**src/rtl/wb_pkg.sv**
```systemverilog
// rtl/wb_pkg.sv - shared encodings and widths for the Wishbone initiator
package wb_pkg;

    localparam int WB_DATA_W = 64;

    // Slave register select carried on wb_adr_o
    localparam logic WB_ADR_COMMAND = 1'b0;
    localparam logic WB_ADR_DATA    = 1'b1;

    typedef enum logic [1:0] {
        WB_M_IDLE   = 2'd0,
        WB_M_STROBE = 2'd1,
        WB_M_DONE   = 2'd2
    } wb_m_state_e;

endpackage

```
**src/rtl/wb_timeout_counter.sv**
```systemverilog
// rtl/wb_timeout_counter.sv - counts unacknowledged strobe cycles and flags expiry
module wb_timeout_counter #(
    parameter int LIMIT = 16,
    parameter int CNT_W = $clog2(LIMIT) + 1
) (
    input  logic clock,
    input  logic reset,
    input  logic clear,
    input  logic enable,
    output logic expired
);

    localparam logic [CNT_W-1:0] LAST = CNT_W'(LIMIT - 1);

    logic [CNT_W-1:0] count;

    // Count waited strobe cycles; cleared whenever no strobe is pending
    always_ff @(posedge clock or negedge reset) begin
        if (!reset) begin
            count <= '0;
        end else if (clear) begin
            count <= '0;
        end else if (enable) begin
            count <= count + CNT_W'(1);
        end
    end

    // Expiry is seen during the last allowed strobe cycle, so the strobe
    // stays high for exactly LIMIT cycles before the abort
    assign expired = (count == LAST);

endmodule

```
**src/rtl/wishbone_master.sv**
```systemverilog
// rtl/wishbone_master.sv - single-transfer Wishbone initiator with ack timeout
module wishbone_master
    import wb_pkg::*;
#(
    parameter int DATA_W         = WB_DATA_W,
    parameter int TIMEOUT_CYCLES = 16,
    parameter int TO_W           = $clog2(TIMEOUT_CYCLES) + 1
) (
    input  logic              clock,
    input  logic              reset,
    input  logic              req_valid,
    output logic              req_ready,
    input  logic              req_we,
    input  logic              req_adr,
    input  logic [DATA_W-1:0] req_data,
    output logic              rsp_valid,
    output logic [DATA_W-1:0] rsp_data,
    output logic              rsp_err,
    output logic              wb_cyc_o,
    output logic              wb_stb_o,
    output logic              wb_we_o,
    output logic              wb_adr_o,
    output logic [DATA_W-1:0] wb_data_o,
    input  logic [DATA_W-1:0] wb_data_i,
    input  logic              wb_ack_i
);

    wb_m_state_e       state, state_n;
    logic              ready_n;
    logic              stb_n;
    logic              we_n;
    logic              adr_n;
    logic [DATA_W-1:0] wdata_n;
    logic              rsp_valid_n;
    logic [DATA_W-1:0] rsp_data_n;
    logic              rsp_err_n;
    logic              expired;
    logic              to_clear;
    logic              to_enable;

    assign to_clear  = (state != WB_M_STROBE);
    assign to_enable = (state == WB_M_STROBE) && !wb_ack_i;

    wb_timeout_counter #(
        .LIMIT (TIMEOUT_CYCLES),
        .CNT_W (TO_W)
    ) u_timeout (
        .clock   (clock),
        .reset   (reset),
        .clear   (to_clear),
        .enable  (to_enable),
        .expired (expired)
    );

    // Cycle and strobe always travel together on this bus
    assign wb_cyc_o = wb_stb_o;

    // Next-state and next-output decode; the bus registers double as the request latch
    always_comb begin
        state_n     = state;
        ready_n     = req_ready;
        stb_n       = wb_stb_o;
        we_n        = wb_we_o;
        adr_n       = wb_adr_o;
        wdata_n     = wb_data_o;
        rsp_valid_n = 1'b0;
        rsp_data_n  = rsp_data;
        rsp_err_n   = rsp_err;
        case (state)
            WB_M_IDLE: begin
                ready_n = 1'b1;
                if (req_valid) begin
                    state_n = WB_M_STROBE;
                    ready_n = 1'b0;
                    stb_n   = 1'b1;
                    we_n    = req_we;
                    adr_n   = req_adr;
                    wdata_n = req_we ? req_data : '0;
                end
            end
            WB_M_STROBE: begin
                ready_n = 1'b0;
                // An ack on the expiry cycle is a normal completion
                if (wb_ack_i || expired) begin
                    state_n     = WB_M_DONE;
                    stb_n       = 1'b0;
                    we_n        = 1'b0;
                    adr_n       = WB_ADR_COMMAND;
                    wdata_n     = '0;
                    rsp_valid_n = 1'b1;
                    rsp_err_n   = !wb_ack_i;
                    rsp_data_n  = (wb_ack_i && !wb_we_o) ? wb_data_i : '0;
                end
            end
            WB_M_DONE: begin
                state_n = WB_M_IDLE;
                ready_n = 1'b1;
            end
            default: begin
                state_n    = WB_M_IDLE;
                ready_n    = 1'b1;
                stb_n      = 1'b0;
                we_n       = 1'b0;
                adr_n      = WB_ADR_COMMAND;
                wdata_n    = '0;
                rsp_data_n = '0;
                rsp_err_n  = 1'b0;
            end
        endcase
    end

    // Register state and every output so the bus sees glitch-free signals
    always_ff @(posedge clock or negedge reset) begin
        if (!reset) begin
            state     <= WB_M_IDLE;
            req_ready <= 1'b1;
            wb_stb_o  <= 1'b0;
            wb_we_o   <= 1'b0;
            wb_adr_o  <= WB_ADR_COMMAND;
            wb_data_o <= '0;
            rsp_valid <= 1'b0;
            rsp_data  <= '0;
            rsp_err   <= 1'b0;
        end else begin
            state     <= state_n;
            req_ready <= ready_n;
            wb_stb_o  <= stb_n;
            wb_we_o   <= we_n;
            wb_adr_o  <= adr_n;
            wb_data_o <= wdata_n;
            rsp_valid <= rsp_valid_n;
            rsp_data  <= rsp_data_n;
            rsp_err   <= rsp_err_n;
        end
    end

endmodule

```
**config.mk**
```make
export PLATFORM = sky130hd
export DESIGN_NAME = wishbone_master
export DESIGN_NICKNAME = d
export VERILOG_FILES = /design/src/rtl/wb_pkg.sv /design/src/rtl/wb_timeout_counter.sv /design/src/rtl/wishbone_master.sv
export SDC_FILE = /design/constraint.sdc
export NUM_CORES = 1
export LEC_CHECK = 0
export BUFFER_PORTS_ARGS = -buffer_cell sky130_fd_sc_hd__buf_2
export CORE_MARGIN = 4
export CORE_UTILIZATION = 41
export CTS_CLUSTER_SIZE = 25
export DETAILED_ROUTE_END_ITERATION = 7
export PLACE_DENSITY = 0.76
export SYNTH_ARGS = -nofsm -noshare
export SYNTH_HDL_FRONTEND = slang
export SYNTH_SLANG_ARGS = --single-unit
```
**constraint.sdc**
```tcl
create_clock -name clock -period 1.94 [get_ports clock]
set_clock_uncertainty 0.05 [all_clocks]
set_input_delay 0 -clock clock [delete_from_list [all_inputs] [get_ports clock]]
set_output_delay 0 -clock clock [all_outputs]
set_load 0.05 [all_outputs]
```
# Word level (Yosys, flattened, before mapping)
# Index checks and enable logic that the tools add are counted.
totals:
  n_memories: 0
  romBits: 0
  latchBits: 0
  out_inout_bits: 135
  ff_bits: 141
  ram_bits: 0
  elab_cells: 55
classes:
  muxes: 25
  shifts: 0
  mul: 0
  n_addsub: 1
  bitwise: 2
  n_lt_le_gt_ge: 0
  div: 0
  n_reduce_logical: 11
  n_eq_ne: 6
op_table:
  columns: ["cell", "count"]
  rows:
  - ["$mux W64", 5]
  - ["$pmux W64 S3", 1]
  - ["$pmux W64 S2", 1]
  - ["$mux W5", 2]
  - ["$pmux W1 S3", 3]
  - ["$mux W1", 8]
  - ["$add A5 B1 Y5 const B", 1]
  - ["$eq A5 B4 Y1 const B", 1]
  - ["$mux W2", 2]
  - ["$ne A2 B1 Y1 const B", 2]
  - ["$pmux W1 S2", 2]
  - ["$pmux W2 S2", 1]
  - ["$reduce_and A2 Y1", 2]
  - ["$reduce_and A3 Y1", 1]
  - ["$eq A2 B1 Y1 const B", 1]
  - ["$eq A2 B2 Y1 const B", 1]
  - ["$logic_and A1 B1 Y1", 2]
  - ["$logic_not A1 Y1", 2]
  - ["$logic_not A2 Y1", 1]
  - ["$ne A2 B2 Y1 const B", 1]
  - ["$not A1 Y1", 2]
  - ["$reduce_bool A2 Y1", 1]
  - ["$reduce_or A2 Y1", 1]
  - ["$logic_or A1 B1 Y1", 1]

# Depth between registers and ports, before layout
# Gate-level depths: netlist (run 1).
logic_depth:
  depth_word: 5
  ltp_mapped: 8

# Modules after synthesis
# Synthesis (run 1) repeated with hierarchy kept, for this count alone.
hier_totals:
  cells_unflattened: 339
  area_unflattened_um2: 5215.0
modules_own_cells:
  columns: ["mod", "area_each_um2", "instances", "cells_each", "seq_area_each_um2"]
  rows:
  - ["wishbone_master", 4944.7, 1, 316, 3404.5]
  - ["wb_timeout_counter", 270.3, 1, 23, 125.1]

# Worst setup path after synthesis (run 1)
# No wires, ideal clock.
synth_path:
  kind: "reg2reg"
  startpoint: "reg u_timeout.count[0]"
  endpoint: "reg wb_data_o[14]"
  required_ns: 1.823
  arrival_ns: 1.845
  path_stages_with_launch: 9
  path_slack_ns: -0.021
  setup_ns: 0.067
  n_path_buf: 2
  path_cell_list: "dfrtp_1 -> ha_1 -> and3_1 -> ha_1 -> o31a_1 -> nor2_1 -> buf_2 -> buf_2 -> a22o_1"
synth_between:
  elab_chain_cells: 4
synth_rtl:
  columns: ["item", "line", "rtl"]
  rows:
  - ["start, declared", "wb_timeout_counter.sv:15", "logic [CNT_W-1:0] count;"]
  - ["start signal, assigned", "wb_timeout_counter.sv:24", "count <= count + CNT_W'(1);"]
  - ["$eq A5 B4 Y1", "wb_timeout_counter.sv:30", "assign expired = (count == LAST);"]
  - ["$logic_or A1 B1 Y1", "wishbone_master.sv:84", "if (wb_ack_i || expired) begin"]
  - ["$ne A2 B1 Y1 (no line)", null, null]
  - ["$reduce_and A3 Y1 (no line)", null, null]
  - ["end signal, assigned", "wishbone_master.sv:130", "wb_data_o <= wdata_n;"]
  - ["end, declared", "wishbone_master.sv:23", "output logic [DATA_W-1:0] wb_data_o,"]
# Every way passes these cells.
# A chain may end at the register's enable or synchronous reset.

# Worst setup path after layout (run 1)
layout_path:
  startpoint: "reg u_timeout.count[1]"
  endpoint: "reg wb_data_o[32]"
# The elaborated chain is that of the path after synthesis.

==> flow_metrics.py, run 1 <==
metrics = {
    "setup_path": {
        "crit_type": "reg2reg",
        "path_max_fanout": 10,
        "reg2reg_to": "wb_data_o[32]",
        "arrival_ns": 2.25,
        "cp-startpoint": "u_timeout.count[1]",
        "startpoint_type": "register",
        "endpoint": "wb_data_o[32]",
        "reg2regPathDepth": 8,
        "cp.required_ns": 2.23,
        "crit_path_end_kind": "register",
        "rr_startpoint": "u_timeout.count[1]",
        "r2r_slack_ns": -0.02,
    },
    "cts": {
        "insertion_delay_ns": 0.41,
        "clk_pin_slew_ns": 0.06,
        "cts.sinks": 141,
        "h-tree-depth": 4,
        "cts_buffers": 17,
        "cts_tree": "built",
        "cts_buffer_depth": 2,
        "root_buffer": "clkbuf_16",
    },
    "grt": {
        "antenna_found_initial": 0,
        "grt_overflow": 0,
        "grt_max_degree": 65,
        "grt_pass1_vias": 5418,
        "grt_pass1_wl_mm": 29.5,
        "grt_use_total_pct": 26.2,
    },
    "timing": {
        "finalSetupViolations": 9,
        "relSlewSlack_pct": 63.5,
        "hold_viol": 0,
        "min_period_ns": 1.96,
        "holdWs_ns": 0.0742,
        "tightest_slew_ns": 0.548,
        "post-route-period-util_pct": 101,
        "setup_tns_ns": -0.0673,
        "fmax_ghz": 0.511,
        "maxSlewViolCount": 0,
        "rsz0062_at_grt": "yes",
        "fin_ws_ns": -0.0175,
    },
    "min_path": {
        "hold_class": "in2async",
    },
    "logic_synthesis": {
        "synthesis.nets": 475,
        "synth_xor_area_share_pct": 0.508,
        "avgSynthCellArea_um2": 15.3,
        "synthMuxAreaShare_pct": 0.193,
        "synth_top_family_by_area": "compound AO/OA/AOI/OAI gates",
        "yosysWarnings": 0,
        "synth-compound-area-share_pct": 23.0,
        "ys_ff_latch": 141,
        "yosys.area_share.simple_pct": 2.15,
        "synth.distinct_cells": 28,
        "synth_cells": 339,
        "synth_area_um2": 5170,
        "synthAdderAreaFrac_pct": 0.484,
        "ys_seq_area_share_pct": 68.2,
    },
    "die": {
        "core_region_area_um2": 12200,
        "die_w_um": 120,
        "dieHeight_um": 120,
        "initial_core_util_pct": 42.5,
        "rows": 40,
        "dieArea_um2": 14500,
        "ios": 269,
    },
    "drt": {
        "first_pass_iters": 5,
        "drt_iter0_drc": 396,
        "vias": 5072,
        "totalWireLength_mm": 20.0,
        "antenna_left": 0,
        "via_per_inst": 5.40,
        "drcViolationCount": 0,
        "wl_per_cell_um": 21.3,
    },
    "power_and_ir_drop": {
        "max-vdd-ir-drop_v": 0.00108,
        "power.density_nw_per_um2": 1750,
        "p_leak_nw": 4.76,
    },
    "placement": {
        "hpwlAfterDp_mm": 9.97,
        "gp_congestion": 0.818,
        "port_buffers": 268,
    },
    "layout": {
        "fin_nets": 895,
        "layout_commonest_cell": "buf_2",
        "antennaDiodeCount": 0,
        "final_cell_mix": "267 x buf_2, 140 x dfrtp_1, 132 x dlygate4sd3_1",
        "syn_to_final_growth_pct": 73.4,
        "drive_above_1_share_pct": 43.9,
    },
    "status": {
        "outcome": "finished with violations",
        "failed_checks": "negative setup slack",
    },
    "run": {
        "cap_violations": 0,
    },
}
area by class of cell:
| type | instances | area [µm²] |
|---|---|---|
| Tap cell | 168 | 210 |
| Timing Repair Buffer | 432 | 3210 |
| Clock inverter | 10 | 138 |
| Inverter | 2 | 7.51 |
| Clock buffer | 22 | 474 |
| Multi-Input combinational cell | 165 | 1410 |
| Sequential cell | 141 | 3530 |
| Fill cell | 747 | 3190 |
power breakdown:
part / switching [W] / leakage [nW] / internal (W)
clock network: 0.00122 / 0.296 / 0.00212
logic: 0.00531 / 2.60 / 0.00253
registers: 0.000641 / 1.87 / 0.00390
total: 0.00718 / 4.76 / 0.00855
synth_stat cells (all sizes together):
cell / number / share of area (%)
a21o: 2 / 0.29
a21oi: 3 / 0.29
a22o: 128 / 22
and2: 1 / 0.12
and3: 1 / 0.12
buf: 28 / 5.1
clkbuf: 3 / 0.22
dfrtp: 140 / 68
dfstp: 1 / 0.51
ha: 2 / 0.48
inv: 2 / 0.15
mux2i: 1 / 0.19
nand2: 2 / 0.15
nand2b: 1 / 0.12
nand4b: 1 / 0.17
nor2: 12 / 0.87
nor2b: 1 / 0.12
nor3b: 2 / 0.48
o21a: 1 / 0.15
o21ai: 2 / 0.19
o31a: 1 / 0.17
o31ai: 1 / 0.24
xnor2: 1 / 0.17
xor2: 2 / 0.34
per-layer routing:
layer / wire length [µm] / GRT usage, % / vias up
li1: - / - / 2137
met1: 7280 / 29.3 / 2585
met2: 10700 / 47.1 / 282
met3: 1250 / 6.36 / 68
met4: 839 / 12.3 / 0
met5: 0 / 0 / -
cell families after synthesis:
kind of cell,after synthesis
buf+inv,33
compound gates,138
fa+ha+maj,2
simple gates,21
xor+xnor,3
mux,1
flops,141
flip-flops by register name (all words and copies together) (netlist names):
name	cells
rsp_data	64
wb_data_o	64
u_timeout.count	5
state	2
req_ready	1
rsp_err	1
rsp_valid	1
wb_adr_o	1
wb_cyc_o	1
wb_we_o	1
worst min-delay path by stage:
stage                          endpoint  slack, ns
after floorplan             rsp_data[0]      -0.35
after global placement    wb_data_o[60]      -0.05
after detailed placement  wb_data_o[24]      -0.04
after CTS                  rsp_data[37]       0.08
after global routing       rsp_data[41]       0.13
final                      rsp_data[41]       0.07
through the flow:
step	cell area, µm²	setup slack, ns	total power (W)	utilization (%)	cells
after detailed placement	6650	-0.0606	0.0110	54.7	756
final	8970	-0.0175	0.0157	73.8	940
after floorplan	5170	-0.0215	0.00948	-	339
after global routing	8970	-0.0840	0.0162	73.8	940
after CTS	8800	-0.0628	0.0152	72.4	932
after global placement	6650	-0.00591	0.0109	54.7	756
timing repair:
action / 4_1_cts / 5_1_grt
pin swaps: 0 / 17
hold buffers: 132 / 0
setup buffers: 7 / 2
setup endpoints to repair: 130 / 100
gates cloned: 5 / 7
resized for setup: 10 / 8
endpoints found under the hold margin: 276 / 0
worst max-delay path, cell delays in order (launching register included):
cell and delay (ns):
dfrtp_1 0.38, ha_2 0.19, and3_4 0.18, ha_4 0.15, o31a_1 0.32, nor2_4 0.15, buf_6 0.17, buf_16 0.14
a22o_1 0.14
(Power assumes the default switching activity.)
==> run 2, diff against run 1 <==
--- a/config.mk
+++ b/config.mk
@@ -10,7 +10,7 @@
 export CORE_UTILIZATION = 41
 export CTS_CLUSTER_SIZE = 25
 export DETAILED_ROUTE_END_ITERATION = 7
-export PLACE_DENSITY = 0.76
+export PLACE_DENSITY = 0.83
 export SYNTH_ARGS = -nofsm -noshare
 export SYNTH_HDL_FRONTEND = slang
 export SYNTH_SLANG_ARGS = --single-unit
==> flow_metrics.py, run 2 (synthesis results as in run 1) <==
metrics = {
    "timing": {
        "min_period_ns": 1.93,
        "fmax_ghz": 0.517,
        "finalSetupViolations": 0,
        "post-route-period-util_pct": 99.7,
        "hold_viol": 0,
        "maxSlewViolCount": 0,
        "relSlewSlack_pct": 74.0,
        "holdWs_ns": 0.0134,
        "rsz0062_at_grt": "yes",
        "tightest_slew_ns": 0.390,
        "fin_ws_ns": 0.00582,
        "setup_tns_ns": 0,
    },
    "drt": {
        "wl_per_cell_um": 20.9,
        "antenna_left": 0,
        "vias": 5001,
        "drcViolationCount": 0,
        "via_per_inst": 5.32,
        "totalWireLength_mm": 19.7,
        "drt_iter0_drc": 379,
        "first_pass_iters": 5,
    },
    "power_and_ir_drop": {
        "swShare_pct": 45.2,
        "p_int_w": 0.00860,
        "p_leak_nw": 4.74,
        "max-vdd-ir-drop_v": 0.00100,
        "p_sw_w": 0.00709,
        "pwr-share-comb_pct": 48.3,
        "power.density_nw_per_um2": 1750,
        "p_total_w": 0.0157,
        "seqPwrFrac_pct": 29.0,
        "clkPwrFrac_pct": 22.7,
    },
    "grt": {
        "grt_use_total_pct": 27.0,
        "grt_pass1_vias": 5478,
        "antenna_found_initial": 1,
        "grt_overflow": 0,
        "grt_pass1_wl_mm": 30.0,
        "grt_max_degree": 67,
    },
    "setup_path": {
        "reg2regPathDepth": 7,
        "cpPeakStageDelay_ns": 0.38,
        "crit_path_end_kind": "register",
        "arrival_ns": 2.22,
        "worstPathCellList": "ha_2, and3_4, ha_4, o31a_1, nor2_4, buf_12, a22o_1",
        "cp_num_buf_inv": 1,
        "cp.required_ns": 2.23,
        "path_max_fanout": 29,
        "slowest_stage": "dfrtp_1",
        "r2r_slack_ns": 0.006,
        "crit_type": "reg2reg",
        "startpoint_type": "register",
        "rr_startpoint": "u_timeout.count[1]",
        "reg2reg_to": "wb_data_o[1]",
        "path_delay_family": "compound AO/OA/AOI/OAI gates",
    },
    "status": {
        "outcome": "completed",
    },
    "layout": {
        "top_regs": "rsp_data x64, wb_data_o x64, u_timeout.count x5",
        "layout_commonest_cell": "buf_2",
        "final_cells": 940,
        "syn_to_final_growth_pct": 72.8,
        "final_cell_mix": "267 x buf_2, 140 x dfrtp_1, 132 x dlygate4sd3_1",
        "fin_nets": 893,
        "drive_above_1_share_pct": 43.8,
    },
    "die": {
        "dieArea_um2": 14500,
        "dieHeight_um": 120,
        "core_region_area_um2": 12200,
        "ios": 269,
        "die_w_um": 120,
        "initial_core_util_pct": 42.5,
        "rows": 40,
    },
    "placement": {
        "dp_slack_ns": -0.0631,
        "dp_cells": 757,
        "gp_congestion": 0.813,
        "port_buffers": 268,
        "hpwlAfterDp_mm": 10.1,
    },
    "cts": {
        "cts.sinks": 141,
        "root_buffer": "clkbuf_16",
        "cts_buffer_depth": 2,
        "cts_buffers": 17,
        "clk_pin_slew_ns": 0.06,
        "h-tree-depth": 4,
        "cts_tree": "built",
        "insertion_delay_ns": 0.41,
    },
    "run": {
        "cap_violations": 0,
    },
    "min_path": {
        "hold_class": "in2async",
    },
}
-- run 2: cell types whose count changed in the layout (fill, tap and decap cells not counted), sizes merged --
cell,delta
clkinv,-1
clkbuf,-5
diode,+2
bufinv,+2
buf,+2
-- run 2: area by class of cell --
type / count / area, µm²
flip-flops and latches: 141 / 3530
clock inverters: 11 / 189
diodes: 2 / 5.00
fillers: 730 / 3220
well taps: 168 / 210
multi-input cells: 165 / 1410
inverters: 2 / 7.51
repair buffers: 430 / 3130
clock buffers: 21 / 460
-- run 2: repair_timing --
item | in CTS | in global routing
endpoints found under the hold margin | 278 | 0
pin swaps | 22 | 25
setup buffers | 8 | 3
gates resized for setup | 13 | 0
endpoints found under the setup margin | 124 | 124
hold buffers | 132 | 0
gates cloned | 6 | 2
-- run 2: power groups by stage --
stage / Sequential (W) / Clock [W] / Combinational [W]
6_report: 0.00455 / 0.00357 / 0.00758
5_1_grt: 0.00464 / 0.00376 / 0.00785
4_1_cts: 0.00448 / 0.00361 / 0.00744
3_5_place_dp: 0.00450 / 0 / 0.00659
3_3_place_gp: 0.00446 / 0 / 0.00646
2_1_floorplan: 0.00766 / 0 / 0.00181
-- run 2: layer usage --
layer | routed length [µm] | vias up | global-route usage (%)
met5 | 0 | - | 0
met2 | 10200 | 318 | 46.6
met1 | 6970 | 2464 | 30.3
met4 | 1010 | 0 | 14.6
met3 | 1530 | 84 | 7.34
li1 | - | 2135 | -
-- run 2: per-stage QoR --
| stage | util (%) | instance area [µm²] |
|---|---|---|
| 6_report | 73.5 | 8940 |
| 5_1_grt | 73.5 | 8940 |
| 2_1_floorplan | - | 5170 |
| 3_5_place_dp | 54.6 | 6640 |
| 3_3_place_gp | 54.6 | 6640 |
| 4_1_cts | 73.3 | 8920 |
-- run 2: worst max-delay path by stage --
stage	from	end	slack, ns	cells after the start
CTS	u_timeout.count[0]	rsp_data[22]	-0.06	9
finish	u_timeout.count[1]	wb_data_o[1]	0.006	7
detailed placement	u_timeout.count[0]	wb_data_o[1]	-0.06	7
global route	u_timeout.count[1]	wb_data_o[1]	-0.04	7
global placement	u_timeout.count[0]	wb_adr_o	0.005	8
floorplan	u_timeout.count[0]	wb_data_o[14]	-0.02	8
==> run 3, diff against run 2 <==
--- a/config.mk
+++ b/config.mk
@@ -7,10 +7,11 @@
 export LEC_CHECK = 0
 export BUFFER_PORTS_ARGS = -buffer_cell sky130_fd_sc_hd__buf_2
 export CORE_MARGIN = 4
-export CORE_UTILIZATION = 41
+export CORE_UTILIZATION = 42
+export CTS_BUF_LIST = sky130_fd_sc_hd__clkbuf_8
 export CTS_CLUSTER_SIZE = 25
 export DETAILED_ROUTE_END_ITERATION = 7
-export PLACE_DENSITY = 0.83
+export PLACE_DENSITY = 0.84
 export SYNTH_ARGS = -nofsm -noshare
 export SYNTH_HDL_FRONTEND = slang
 export SYNTH_SLANG_ARGS = --single-unit
==> flow_metrics.py, run 3 (synthesis results as in run 1) <==
metrics = {
    "power_and_ir_drop": {
        "p_leak_nw": 4.69,
        "p_total_w": 0.0146,
        "power.density_nw_per_um2": 1670,
        "max-vdd-ir-drop_v": 0.000822,
    },
    "setup_path": {
        "slowest_stage": "dfrtp_1",
        "crit_path_end_kind": "register",
        "reg2regPathDepth": 10,
        "reg2reg_to": "rsp_data[3]",
        "worstPathCellList": "ha_2, and3_4, ha_4, buf_6, o31ai_4, buf_12, buf_12, buf_12, buf_16, a22o_1",
        "crit_top_cell": "buf_12",
        "path_max_fanout": 8,
        "crit_type": "reg2reg",
        "rr_startpoint": "u_timeout.count[1]",
        "cpPeakStageDelay_ns": 0.39,
        "path_delay_family": "buffers and inverters",
        "cp-startpoint": "u_timeout.count[1]",
        "cp_num_buf_inv": 5,
        "startpoint_type": "register",
        "arrival_ns": 2.31,
        "r2r_slack_ns": -0.05,
        "cp.required_ns": 2.26,
    },
    "timing": {
        "fin_ws_ns": -0.0476,
        "hold_viol": 0,
        "finalSetupViolations": 53,
        "post-route-period-util_pct": 102,
        "rsz0062_at_grt": "yes",
        "fmax_ghz": 0.503,
        "tightest_slew_ns": 0.416,
        "relSlewSlack_pct": 72.3,
        "maxSlewViolCount": 0,
        "min_period_ns": 1.99,
    },
    "cts": {
        "cts.sinks": 141,
        "root_buffer": "clkbuf_8",
        "h-tree-depth": 4,
        "cts_buffer_depth": 2,
        "cts_buffers": 17,
        "cts_tree": "built",
        "clk_pin_slew_ns": 0.07,
        "insertion_delay_ns": 0.44,
    },
    "drt": {
        "totalWireLength_mm": 19.4,
        "vias": 4937,
        "drt_iter0_drc": 401,
        "via_per_inst": 5.38,
        "wl_per_cell_um": 21.1,
        "first_pass_iters": 4,
        "antenna_left": 0,
        "drcViolationCount": 0,
    },
    "run": {
        "cap_violations": 0,
    },
    "layout": {
        "top_regs": "rsp_data x64, wb_data_o x64, u_timeout.count x5",
        "fin_nets": 895,
        "fin_util_pct": 73.0,
        "syn_to_final_growth_pct": 69.5,
        "layout_commonest_cell": "buf_2",
        "regArea_um2": 3530,
        "fillers": 753,
        "drive_above_1_share_pct": 43.6,
        "multi_input_area_um2": 1410,
        "final_cell_mix": "267 x buf_2, 140 x dfrtp_1, 133 x dlygate4sd3_1",
        "final_area_um2": 8770,
    },
    "grt": {
        "grt_pass1_vias": 5236,
        "grt_max_degree": 78,
        "antenna_found_initial": 1,
        "grt_use_total_pct": 26.9,
        "grt_overflow": 0,
        "grt_pass1_wl_mm": 29.4,
    },
    "placement": {
        "port_buffers": 268,
        "hpwlAfterDp_mm": 9.41,
        "dp_slack_ns": -0.0368,
        "gp_congestion": 0.794,
        "placed_area_um2": 6610,
    },
    "die": {
        "ios": 269,
        "dieHeight_um": 119,
        "dieArea_um2": 14200,
        "rows": 40,
        "core_region_area_um2": 12000,
        "die_w_um": 119,
        "initial_core_util_pct": 43.1,
    },
    "status": {
        "failed_checks": "negative setup slack",
        "outcome": "finished with violations",
    },
    "min_path": {
        "hold_class": "in2async",
    },
}
[run 3: cell count changes in the layout (fill, tap and decap cells not counted), moves of 2 or more]
cell	delta
clkbuf_8	+18
clkbuf_16	-17
buf_16	+6
buf_4	-6
bufinv_16	-4
clkinv_2	+3
clkbuf_1	-2
inv_1	+2
[run 3: worst reg2reg max path: cells and delay by family (launching register included)]
family / cells / cell delay [ns]
AOI/OAI and AO/OA: 2 / 0.35
adders and majority gates: 2 / 0.35
buffers and inverters: 5 / 0.59
DFF: 1 / 0.39
and+or+nand+nor: 1 / 0.18
[run 3: worst max path at each step]
stage	endpoint	slack [ns]	cells past startpoint
final	rsp_data[3]	-0.05	10
after floorplan	wb_data_o[14]	-0.02	8
after global placement	wb_adr_o	0.02	8
after detailed placement	rsp_data[11]	-0.04	7
after CTS	rsp_data[23]	-0.05	10
after global routing	rsp_data[56]	-0.1	10
[run 3: per-layer routing]
metal	track usage, %	up-vias	routed length [µm]
met2	46.9	276	10200
met3	8.02	52	1470
met5	0	-	0
met4	9.41	0	561
li1	-	2128	-
met1	31.6	2481	7130
[run 3: area by class of cell]
type | count | area share [%]
multi-input combinational | 165 | 16.0
inverter | 2 | 0.0856
clock buffer | 20 | 3.14
clock inverter | 10 | 0.856
tap | 147 | 2.10
antenna | 1 | 0.0285
timing repair buffer | 432 | 37.5
sequential | 141 | 40.3
[run 3: repair_timing]
action	CTS	global route
cloned	9	3
hold buffers	133	0
endpoints found under the hold margin	278	0
setup buffers	9	0
resized for setup	16	1
endpoints found under the setup margin	130	98
pin swaps	28	28
[run 3: per-stage QoR]
| stage | TNS, ns | std cells | hold WS (ns) |
|---|---|---|---|
| floorplan | -1.06 | 339 | -0.346 |
| global placement | 0 | 733 | -0.246 |
| detailed placement | -1.90 | 733 | -0.243 |
| CTS | -2.57 | 914 | 0.0588 |
| global route | -4.46 | 918 | 0.0741 |
| finish | -1.38 | 918 | 0.0697 |
[run 3: power by group]
part | switching, W | internal, W | total (W)
sequential | 0.000607 | 0.00390 | 0.00450
combinational | 0.00533 | 0.00266 | 0.00799
clock | 0.00107 | 0.00108 | 0.00215
